`config.mk`:
```
export PLATFORM = sky130hd
export DESIGN_NAME = audio_i2s_tx
export DESIGN_NICKNAME = d
export VERILOG_FILES = /design/src/rtl/audio_i2s_tx.sv
export SDC_FILE = /design/constraint.sdc
export NUM_CORES = 1
export LEC_CHECK = 0
export CORE_ASPECT_RATIO = 0.7
export CORE_MARGIN = 4
export CORE_UTILIZATION = 25
export CTS_CLUSTER_DIAMETER = 200
export DETAILED_ROUTE_END_ITERATION = 8
export GPL_TIMING_DRIVEN = 0
export PLACE_DENSITY = 0.43
export SLEW_MARGIN = 20
export SYNTH_ARGS = -nofsm -noshare
export SYNTH_HDL_FRONTEND = slang
export SYNTH_SLANG_ARGS = --single-unit
```
`constraint.sdc`:
```
create_clock -name clk_s -period 6.6 [get_ports clk_s]
set_clock_uncertainty 0.1 [all_clocks]
set_input_delay 0.66 -clock clk_s [delete_from_list [all_inputs] [get_ports clk_s]]
set_output_delay 0.66 -clock clk_s [all_outputs]
set_load 0.05 [all_outputs]
```
`src/rtl/audio_i2s_tx.sv`:
```
// Mono-duplicated I2S transmitter: syncs clk_a, queues samples in a small FIFO, serialises per frame.
// Define I2S_LEFT_JUSTIFIED_EN for left-justified framing (MSB on the lrclk edge) instead of Philips I2S.
module audio_i2s_tx #(
  parameter int HALF_DIV    = 59,
  parameter int SLOT_BITS   = 32,
  parameter int FIFO_DEPTH  = 4,
  parameter int SYNC_STAGES = 2
) (
  input  logic        clk_s,
  input  logic        reset_n,
  input  logic        clk_a,
  input  logic [15:0] demodulated,
  output logic        bclk,
  output logic        lrclk,
  output logic        sdata,
  output logic        overflow,
  output logic        underflow
);

  localparam int AW = $clog2(FIFO_DEPTH);
  localparam int BW = $clog2(2 * SLOT_BITS);
  localparam int DW = $clog2(HALF_DIV);
  localparam logic [DW-1:0] DIV_MAX = DW'(HALF_DIV - 1);
  localparam logic [DW-1:0] DIV_ONE = DW'(1);
  localparam logic [BW-1:0] B_MAX   = BW'(2 * SLOT_BITS - 1);
  localparam logic [BW-1:0] B_ONE   = BW'(1);
  localparam logic [BW-1:0] SLOT    = BW'(SLOT_BITS);
  localparam logic [AW:0]   PTR_ONE = (AW + 1)'(1);

  logic [SYNC_STAGES-1:0] sync_q, sync_d;
  logic                   edge_prev_q, edge_prev_d;
  logic [15:0]            mem_q [FIFO_DEPTH];
  logic [15:0]            mem_d [FIFO_DEPTH];
  logic [AW:0]            wptr_q, wptr_d, rptr_q, rptr_d;
  logic [DW-1:0]          div_q, div_d;
  logic [BW-1:0]          b_q, b_d;
  logic [15:0]            held_q, held_d;
  logic                   bclk_q, bclk_d, lrclk_q, lrclk_d, sdata_q, sdata_d;
  logic                   ovf_q, ovf_d, unf_q, unf_d;

  logic          push_req, falling, frame_start, pop, fifo_empty, fifo_full;
  logic [BW-1:0] k;

  assign push_req   = sync_q[SYNC_STAGES-1] & ~edge_prev_q;
  assign fifo_empty = (wptr_q == rptr_q);
  assign fifo_full  = (wptr_q[AW] != rptr_q[AW]) && (wptr_q[AW-1:0] == rptr_q[AW-1:0]);

  always_comb begin
    sync_d      = {sync_q[SYNC_STAGES-2:0], clk_a};
    edge_prev_d = sync_q[SYNC_STAGES-1];
    mem_d       = mem_q;
    wptr_d      = wptr_q;
    rptr_d      = rptr_q;
    div_d       = div_q;
    bclk_d      = bclk_q;
    b_d         = b_q;
    held_d      = held_q;
    lrclk_d     = lrclk_q;
    sdata_d     = sdata_q;
    ovf_d       = ovf_q;
    unf_d       = unf_q;
    falling     = 1'b0;
    frame_start = 1'b0;
    pop         = 1'b0;
    k           = '0;

    if (div_q == DIV_MAX) begin
      div_d   = '0;
      bclk_d  = ~bclk_q;
      falling = bclk_q;
    end else begin
      div_d = div_q + DIV_ONE;
    end

    if (falling) begin
      frame_start = (b_q == B_MAX);
      b_d         = frame_start ? '0 : b_q + B_ONE;
    end

    // Pop decision uses the pre-push FIFO state.
    if (frame_start) begin
      if (!fifo_empty) pop = 1'b1;
      else             unf_d = 1'b1;
    end
    if (pop) begin
      held_d = mem_q[rptr_q[AW-1:0]];
      rptr_d = rptr_q + PTR_ONE;
    end

    // A full FIFO being popped this cycle still has room for the incoming word.
    if (push_req) begin
      if (!fifo_full || pop) begin
        mem_d[wptr_q[AW-1:0]] = demodulated;
        wptr_d = wptr_q + PTR_ONE;
      end else begin
        ovf_d = 1'b1;
      end
    end

    if (falling) begin
      lrclk_d = (b_d >= SLOT);
      k       = lrclk_d ? (b_d - SLOT) : b_d;
`ifdef I2S_LEFT_JUSTIFIED_EN
      if (k <= BW'(15)) sdata_d = held_d[4'(BW'(15) - k)];
      else              sdata_d = 1'b0;
`else
      if (k >= BW'(1) && k <= BW'(16)) sdata_d = held_d[4'(BW'(16) - k)];
      else                             sdata_d = 1'b0;
`endif
    end
  end

  always_ff @(posedge clk_s or negedge reset_n) begin
    if (!reset_n) begin
      sync_q      <= '0;
      edge_prev_q <= 1'b0;
      mem_q       <= '{default: '0};
      wptr_q      <= '0;
      rptr_q      <= '0;
      div_q       <= '0;
      bclk_q      <= 1'b0;
      b_q         <= '0;
      held_q      <= '0;
      lrclk_q     <= 1'b0;
      sdata_q     <= 1'b0;
      ovf_q       <= 1'b0;
      unf_q       <= 1'b0;
    end else begin
      sync_q      <= sync_d;
      edge_prev_q <= edge_prev_d;
      mem_q       <= mem_d;
      wptr_q      <= wptr_d;
      rptr_q      <= rptr_d;
      div_q       <= div_d;
      bclk_q      <= bclk_d;
      b_q         <= b_d;
      held_q      <= held_d;
      lrclk_q     <= lrclk_d;
      sdata_q     <= sdata_d;
      ovf_q       <= ovf_d;
      unf_q       <= unf_d;
    end
  end

  assign bclk      = bclk_q;
  assign lrclk     = lrclk_q;
  assign sdata     = sdata_q;
  assign overflow  = ovf_q;
  assign underflow = unf_q;

endmodule

```
---- Word level (Yosys, flattened, before mapping) ----
Index checks and enable logic that the tools add are counted.
word-level totals
  register bits ........................... 106
  bits in latches ......................... 0
  bits in writable memories ............... 0
  bits in read-only memories .............. 0
  output and inout port bits .............. 5
  word-level logic and storage cells ...... 66
  memories ................................ 0
operators by class
  $add $sub $neg .......................... 6
  $mul .................................... 0
  divide/modulo/power cells ............... 0
  order comparisons ....................... 7
  equal/unequal tests ..................... 5
  shift-type cells ........................ 0
  muxes and demuxes ....................... 18
  bitwise gates (word level) .............. 6
  reduce and logical (&&, ||, !) cells .... 8
operators by type and width
  kind                                                             count
  bitwise mux 64 bit                                               1
  two-way mux 16 bit                                               4
  binary-select mux 16 bit (select 2 bit)                          1
  demux 16 bit (select 2 bit)                                      1
  two-way mux 6 bit                                                4
  adder 6 x 1 -> 6 bit (second input constant)                     2
  equality test 6 bit (second input constant)                      2
  adder 3 x 1 -> 3 bit (second input constant)                     2
  >= comparator 3 bit (second input constant)                      2
  >= comparator 6 x 1 -> 1 bit (second input constant)             1
  >= comparator 6 bit (second input constant)                      1
  less-or-equal comparator 6 x 5 -> 1 bit (second input constant)  1
  two-way mux 1 bit                                                6
  inverter 2 -> 3 bit                                              2
  AND reduction 2 bit                                              3
  subtractor 6 bit (second input constant)                         1
  less-than comparator 4 x 5 -> 1 bit (second input constant)      1
  binary-select mux 1 bit (select 4 bit)                           1
  subtractor 1 x 4 -> 4 bit (first input constant)                 1
  equality test 3 bit                                              1
  logical AND 1 bit                                                3
  less-than comparator 3 x 1 -> 1 bit (second input constant)      1
  inverter 1 bit                                                   3
  equality test 2 bit                                              1
  4 further kinds                                                  4

---- Logic depth before layout (Yosys ltp) ----
Gate-level depths: netlist (run 1).
  word-level depth ........................ 9
  gate-level depth with buffers ........... 13
  mapped depth without buffers ............ 12

---- Worst setup path after synthesis (run 1) ----
Ideal clock, no wire load.
  path kind ............................... register to register
  start point ............................. register bclk_q, in the netlist bclk
  end point ............................... register sdata_q, in the netlist sdata
  library setup time ...................... 0.126 ns
  arrival time ............................ 3.517 ns
  data required time ...................... 6.374 ns
  slack ................................... 2.858 ns
  cell stages (with the launch flop) ...... 12
  path buffers ............................ 1
  period minus slack after synthesis ...... 3.742 ns
  path through ............................ dfrtp_1 -> nand3b_1 -> or2_2 -> clkbuf_1 -> a21oi_2 -> ha_1 -> xnor2_1 -> xnor2_1 -> mux2_2 -> o21ai_0 -> a21oi_1 -> o311a_1
between the ends
  longest elaborated chain between the ends .. 8
  elaborated cells on any way between the ends .. 15
  those cells by class .................... add/sub: 2; order compare: 3; mux: 9; reduce/logical: 1
RTL lines
  item                                                     RTL line  source
  start, declared                                          38        logic bclk_q, bclk_d, lrclk_q, lrclk_d, sdata_q, sdata_d;
  start signal, assigned                                   135       bclk_q <= bclk_d;
  two-way mux 1 bit (*)                                    67        if (div_q == DIV_MAX) begin
  two-way mux 6 bit                                        75        if (falling) begin
  subtractor 6 bit or >= comparator 6 bit (tied branches)  102, 101
  two-way mux 6 bit                                        102       k = lrclk_d ? (b_d - SLOT) : b_d;
  subtractor 1 x 4 -> 4 bit                                107       if (k >= BW'(1) && k <= BW'(16)) sdata_d = held_d[4'(BW'(16) - k)];
  binary-select mux 1 bit (select 4 bit)                   107
  two-way mux 1 bit (implied by the code)                  107
  two-way mux 1 bit                                        107
  end signal, assigned                                     139       sdata_q <= sdata_d;
  end, declared                                            38
Mark *: on every way between the ends. The rest lies on a longest branch, timed or not. The select of a mux whose other input is x is not followed.
A chain may end at the register's enable or synchronous reset.

---- Worst setup path in the final report (run 1) ----
  start point ............................. register div_q[0]
  end point ............................... register sdata_q, in the netlist sdata
between the ends
  longest elaborated chain between the ends .. 9
  elaborated cells on any way between the ends .. 16
  those cells by class .................... add/sub: 2; order compare: 3; eq/ne: 1; mux: 9; reduce/logical: 1
RTL lines
  item                                                     RTL line  source
  start, declared                                          35        logic [DW-1:0] div_q, div_d;
  start signal, assigned                                   134       div_q <= div_d;
  equality test 6 bit (*)                                  67
  two-way mux 1 bit (*)                                    67
  two-way mux 6 bit                                        75
  subtractor 6 bit or >= comparator 6 bit (tied branches)  102, 101
  two-way mux 6 bit                                        102
  subtractor 1 x 4 -> 4 bit                                107
  binary-select mux 1 bit (select 4 bit)                   107
  two-way mux 1 bit (implied by the code)                  107
  two-way mux 1 bit                                        107
Marks and branches as above.

==> impl_results.md, run 1 <==
- Leakage power: 2.49 nW
- Final worst-path cycle share: 0.671
- Die span in y: 125 um
- Worst Path Required: 6.73 ns
- Initial DRT Pass Iterations: 4
- Site Rows: 42
- Layout cells sized above 1: 0.332
- Power Density: 345 mW/mm^2
- Synth Flop Type: dfrtp_1
- Initial antenna violation count: 0
- CTS Sinks: 106
- Post-CTS Resized: 0
- Setup Buffers After CTS: 0
- CTS buffer count: 9
- Die footprint: 0.0218 mm^2
- Top cells by count, synth: 106 x dfrtp_1, 78 x mux2_2, 16 x mux4_2, 16 x nand3_1, 14 x nand2_1
- Initial Util: 0.256
- Synth top area share: 0.545
- Final min period: 4.43 ns
- Buffers and inverters on the worst path: 2
- Max_slew headroom: 0.327
- CP Launch Type: register
- Input/output buffers: 23
- Largest net degree at the start of global routing: 77
- Warnings, synthesis: 0
- Final RePlAce weighted congestion: 0.709
- Post-synth top area cell: dfrtp_1
- Post-route ant nets: 0
- Most frequent cell after synthesis: dfrtp_1
- Worst-Skew Late Latency: 0.35 ns
- Syn avg cell area: 14.1 um^2
- CP delay by family, top: compound AO/OA/AOI/OAI gates
- EDFF count, synth: 0
- Sequential area share after synthesis: 0.545
- Flops & latches, synth: 106
- CP max FO: 10
- Remaining routing DRC violations: 0
- Core area: 0.0190 mm^2
- MaxCap Viol Count: 0
- Worst path cell trace: inv_1, ha_1, nand3b_1, or2_2, clkbuf_1, a21oi_2, ha_1, xnor2_1, xnor2_1, mux2_2, o21ai_0, a21oi_1, o311a_1
- Mapped Area: 0.00487 mm^2
- CTS hold repair buffers: 0
- Crit path DAT: 4.56 ns
- Root buffer cell: clkbuf_16
- Detailed Place HPWL: 7180 um
- Via density: 4.38
- First-pass GRT wire length: 17600 um
- Slowest-stage cell, CP: xnor2_1
- Max IR drop VDD: 0.107 mV
- Routed length per instance: 16.3 um
- Largest cells by area after synthesis: dfrtp_1 54%, mux2_2 18%, mux4_2 7.4%, ha_1 2.6%, xnor2_1 2.0%
- H-tree levels: 3
- Clock Path Buffers: 2
- Cells after synthesis: 346
- Nets: 410
- Ys async rst share: 1.00
- Final setup fails: 0
- Worst-Margin Slew: 1.00 ns
- Cell area after layout: 0.00577 mm^2
- Crit-path max cell delay: 0.81 ns
- Final Slew Violations: 0
- Placed instance area: 0.00546 mm^2
- Reg2reg path depth: 13
- RSZ-0062 raised after global routing: no
- Min-Delay Path Class: primary input to async pin
- Drt total wl: 10600 um
- I/O Pins: 24
- Ant. Diodes: 0
- Post-Syn Nets: 375
- Fmax: 226 MHz
- Critical path type: register to register
- Status: completed
- Vias: 2842
- Tot GR Track Use: 0.104
- Drt initial violations: 162
- Clock transition at the registers of the reported paths: 0.08 ns
- GRT Residual Overflow: 0
- Setup_tns: 0 ns
- Vias in the first global route: 3130
- Worst setup EP type: register
- Setup crit start: div_q[0]
- Critical path depth in cells: 13
- Synth-to-layout area growth: 18.4%
- Endpoints failing hold: 0
- R2r startpoint: div_q[0]
- CTS tree: yes
- Synth cell types: 43
- Die width: 175 um
## state kept, by name (all words and copies together) (netlist names), 2 cells and up
name	count
sync_q	2
div_q	6
held_q	16
b_q	6
wptr_q	3
mem_q	64
rptr_q	3
## kinds of logic after synthesis
group,count (synthesis),share of synthesized area
XOR/XNOR,17,0.0306
flip-flops,106,0.545
multiplexers,99,0.265
buffers and inverters,20,0.0172
AND/OR/NAND/NOR,62,0.0730
AO/OA/AOI/OAI,32,0.0437
adder cells (fa/ha/maj),10,0.0257
## metal layers
layer / up-vias / GRT usage / wire [um]
met1: 1462 / 0.155 / 5700
met5: - / 0 / 0
met2: 30 / 0.149 / 4420
met4: 0 / 0.0263 / 114
met3: 8 / 0.0288 / 311
li1: 1342 / - / -
## through the flow
stage          hold slack, ns   util  cells  total power [mW]  worst slack (ns)
6_report               0.0907  0.303    649              1.99              2.17
2_1_floorplan           0.231      -    346              1.30              2.86
3_3_place_gp            0.237  0.285    633              1.43             0.618
5_1_grt                0.0909  0.303    649              2.12              1.78
3_5_place_dp            0.236  0.287    634              1.45              2.20
4_1_cts                0.0895  0.303    649              2.02              2.18
## cell usage in the layout, fill, tap and decap left out, types with 4 or more instances in the layout
cell type	n
a21oi_1	4
buf_2	7
clkbuf_1	4
clkbuf_16	9
clkdlybuf4s50_1	22
dfrtp_1	106
ha_1	10
inv_1	9
mux2_2	78
mux4_2	16
nand2_1	14
nand2_2	4
nand3_1	16
nor2_1	6
nor3_1	4
o211ai_1	4
o21ai_0	12
xnor2_1	11
xor2_1	6
## power by group
group | leakage (nW) | internal, mW | switching, mW | total, mW
clock network | 0.151 | 0.302 | 0.261 | 0.563
registers | 1.30 | 0.864 | 0.103 | 0.967
logic | 1.04 | 0.278 | 0.185 | 0.463
total | 2.49 | 1.44 | 0.549 | 1.99
## final cells by class
cell class | count | area (um^2)
clock inverter | 6 | 83.8
fill | 1942 | 13300
sequential | 106 | 2650
timing repair buffer | 24 | 259
multi-input combinational | 220 | 2130
inverter | 9 | 33.8
tap | 264 | 330
clock buffer | 9 | 225
buffer | 11 | 50.0
## worst paths after layout
check	endpoint	slack, ns
setup / recovery	sdata	2.17
setup reg to reg	sdata	2.17
min in group clk_s	sync_q[1]	0.25
max in group asynchronous	mem_q[41]	5.63
hold / removal	sync_q[1]	0.09
hold reg to reg	sync_q[1]	0.25
(Power assumes the default switching activity.)
==> inputs of run 2 (changes only) <==
--- a/config.mk
+++ b/config.mk
@@ -11,7 +11,7 @@
 export CTS_CLUSTER_DIAMETER = 200
 export DETAILED_ROUTE_END_ITERATION = 8
 export GPL_TIMING_DRIVEN = 0
-export PLACE_DENSITY = 0.43
+export PLACE_DENSITY = 0.44
 export SLEW_MARGIN = 20
 export SYNTH_ARGS = -nofsm -noshare
 export SYNTH_HDL_FRONTEND = slang
==> constraint.sdc (replaced) <==
create_clock -name clk_s -period 3.6 [get_ports clk_s]
set_clock_uncertainty 0.1 [all_clocks]
set_input_delay 0.36 -clock clk_s [delete_from_list [all_inputs] [get_ports clk_s]]
set_output_delay 0.36 -clock clk_s [all_outputs]
set_load 0.05 [all_outputs]
==> impl_results.md, run 2 (synthesis gave the netlist of run 1 again) <==
- Busiest layer in global routing: met1
- Worst setup EP type: register
- Die width: 175 um
- Detailed Place HPWL: 7280 um
- Vias: 2864
- Die span in y: 125 um
- Drt initial violations: 172
- Site Rows: 42
- First-pass GRT wire length: 17500 um
- Initial antenna violation count: 0
- Design Power: 3.59 mW
- H-tree levels: 3
- Root buffer cell: clkbuf_16
- Routed length per instance: 15.9 um
- Placed insts: 634
- CTS tree: yes
- Fmax: 298 MHz
- Clock transition at the registers of the reported paths: 0.07 ns
- Top reg by flops: mem_q
- CP Launch Type: register
- RSZ-0062 raised after global routing: no
- CTS buffer count: 9
- Post-route ant nets: 0
- CP max FO: 11
- Status: completed
- M1 GR Usage: 0.156
- I/O Pins: 24
- Vias in the first global route: 3091
- Layout cells sized above 1: 0.345
- Remaining routing DRC violations: 0
- Final Slew Violations: 0
- CTS Sinks: 106
- Worst-Margin Slew: 0.784 ns
- Nets: 413
- Crit path DAT: 3.49 ns
- # fillers: 1954
- Final worst-path cycle share: 0.932
- Drt total wl: 10400 um
- Core area: 0.0190 mm^2
- Worst-Skew Late Latency: 0.35 ns
- Initial Util: 0.256
- Clock Path Buffers: 2
- Final setup fails: 0
- Power Density: 618 mW/mm^2
- Biggest regs: mem_q x64, held_q x16
- Area occupied by multi-input gates: 0.00216 mm^2
- GRT met2 Usage: 0.142
- Commonest non-fill, non-tap cells in the layout: 106 x dfrtp_1, 78 x mux2_2, 22 x clkdlybuf4s50_1
- Endpoints failing hold: 0
- Final min period: 3.36 ns
- Commonest non-fill, non-tap cell in the layout: dfrtp_1
- Die footprint: 0.0218 mm^2
- Via density: 4.39
- Ant. Diodes: 0
- Initial DRT Pass Iterations: 4
- GRT met3 Usage: 0.0264
- Tot GR Track Use: 0.102
- Final RePlAce weighted congestion: 0.705
- Leakage power: 2.51 nW
- Max IR drop VDD: 0.209 mV
- Fin cells: 652
- Critical path type: register to register
- Min-Delay Path Class: register to register
- Largest net degree at the start of global routing: 77
- Worst Path Required: 3.73 ns
- GRT Residual Overflow: 0
- MaxCap Viol Count: 0
- Input/output buffers: 23
- Largest register FFs: 64
- Reg area: 0.00265 mm^2
- Max_slew headroom: 0.476
- Synth-to-layout area growth: 19.1%
[run 2: changes by cell type in the layout (fill, tap and decap cells not counted), sizes merged]
cell / previous run / this run
buf: 9 / 12
bufinv: 1 / 0
clkbuf: 13 / 12
dlygate4sd3: 0 / 1
inv: 12 / 13
[run 2: metrics by stage]
step                      cell area (um^2)  TNS [ns]  setup WS [ns]  hold slack (ns)   util
after floorplan                       4880         0         0.0409          -0.0356      -
after global placement                5440   -217.84          -2.06            0.238  0.286
after detailed placement              5470    -0.484         -0.484            0.170  0.287
after CTS                             5780         0         0.0488            0.256  0.304
after global routing                  5800         0         0.0155            0.273  0.305
final                                 5800         0          0.245            0.256  0.305
[run 2: metal layers]
metal	part of all wire	vias to the layer above
li1	-	1347
met1	0.55	1480
met2	0.42	26
met3	0.026	11
met4	0.011	0
met5	0	-
[run 2: what timing repair did]
| item | in CTS | in global routing |
|---|---|---|
| pin swaps | 1 | 2 |
| hold endpoints to repair | 30 | 0 |
| setup buffers | 2 | 1 |
| endpoints found under the setup margin | 1 | 1 |
| resized for setup | 1 | 3 |
| hold buffers | 1 | 0 |
[run 2: critical path: stages (launching register included)]
cell      delay (ns)
dfrtp_1         0.43
inv_1           0.08
ha_1            0.20
nand3b_1        0.21
or2_4           0.36
mux2i_2         0.28
ha_1            0.26
xnor2_2         0.11
xnor2_2         0.26
buf_4           0.18
mux2_2          0.35
o211ai_1        0.18
nand4b_1        0.11
o311a_1         0.12
[run 2: area by class of cell]
type / count / share of cell area
well taps: 264 / 0.0569
multi-input cells: 220 / 0.373
inverters: 9 / 0.00582
clock buffers: 9 / 0.0388
repair buffers: 28 / 0.0502
clock inverters: 6 / 0.0104
flip-flops and latches: 106 / 0.457
plain buffers: 10 / 0.00798
[run 2: final timing paths]
kind,from,to,slack [ns],depth (start not counted)
setup / recovery,div_q[0],sdata,0.24,13
hold / removal,sync_q[0],sync_q[1],0.26,0
setup reg to reg,div_q[0],sdata,0.24,13
hold reg to reg,sync_q[0],sync_q[1],0.26,0
max in group asynchronous,reset_n,mem_q[45],2.34,3
min in group asynchronous,reset_n,b_q[4],0.36,2
[run 2: power breakdown]
group	switching [mW]	internal (mW)	leakage (nW)	total, mW
clock network	0.481	0.486	0.142	0.967
logic	0.336	0.511	1.06	0.846
registers	0.188	1.58	1.30	1.77
total	1.01	2.58	2.51	3.59
==> inputs of run 3 (changes only) <==
--- a/config.mk
+++ b/config.mk
@@ -5,11 +5,13 @@
 export SDC_FILE = /design/constraint.sdc
 export NUM_CORES = 1
 export LEC_CHECK = 0
+export CAP_MARGIN = 20
 export CORE_ASPECT_RATIO = 0.7
 export CORE_MARGIN = 4
 export CORE_UTILIZATION = 25
 export CTS_CLUSTER_DIAMETER = 200
 export DETAILED_ROUTE_END_ITERATION = 8
+export GPL_ROUTABILITY_DRIVEN = 0
 export GPL_TIMING_DRIVEN = 0
 export PLACE_DENSITY = 0.44
 export SLEW_MARGIN = 20
==> results of run 3 <==
No change in the layout: final DEF, timing and power equal those of run 2.
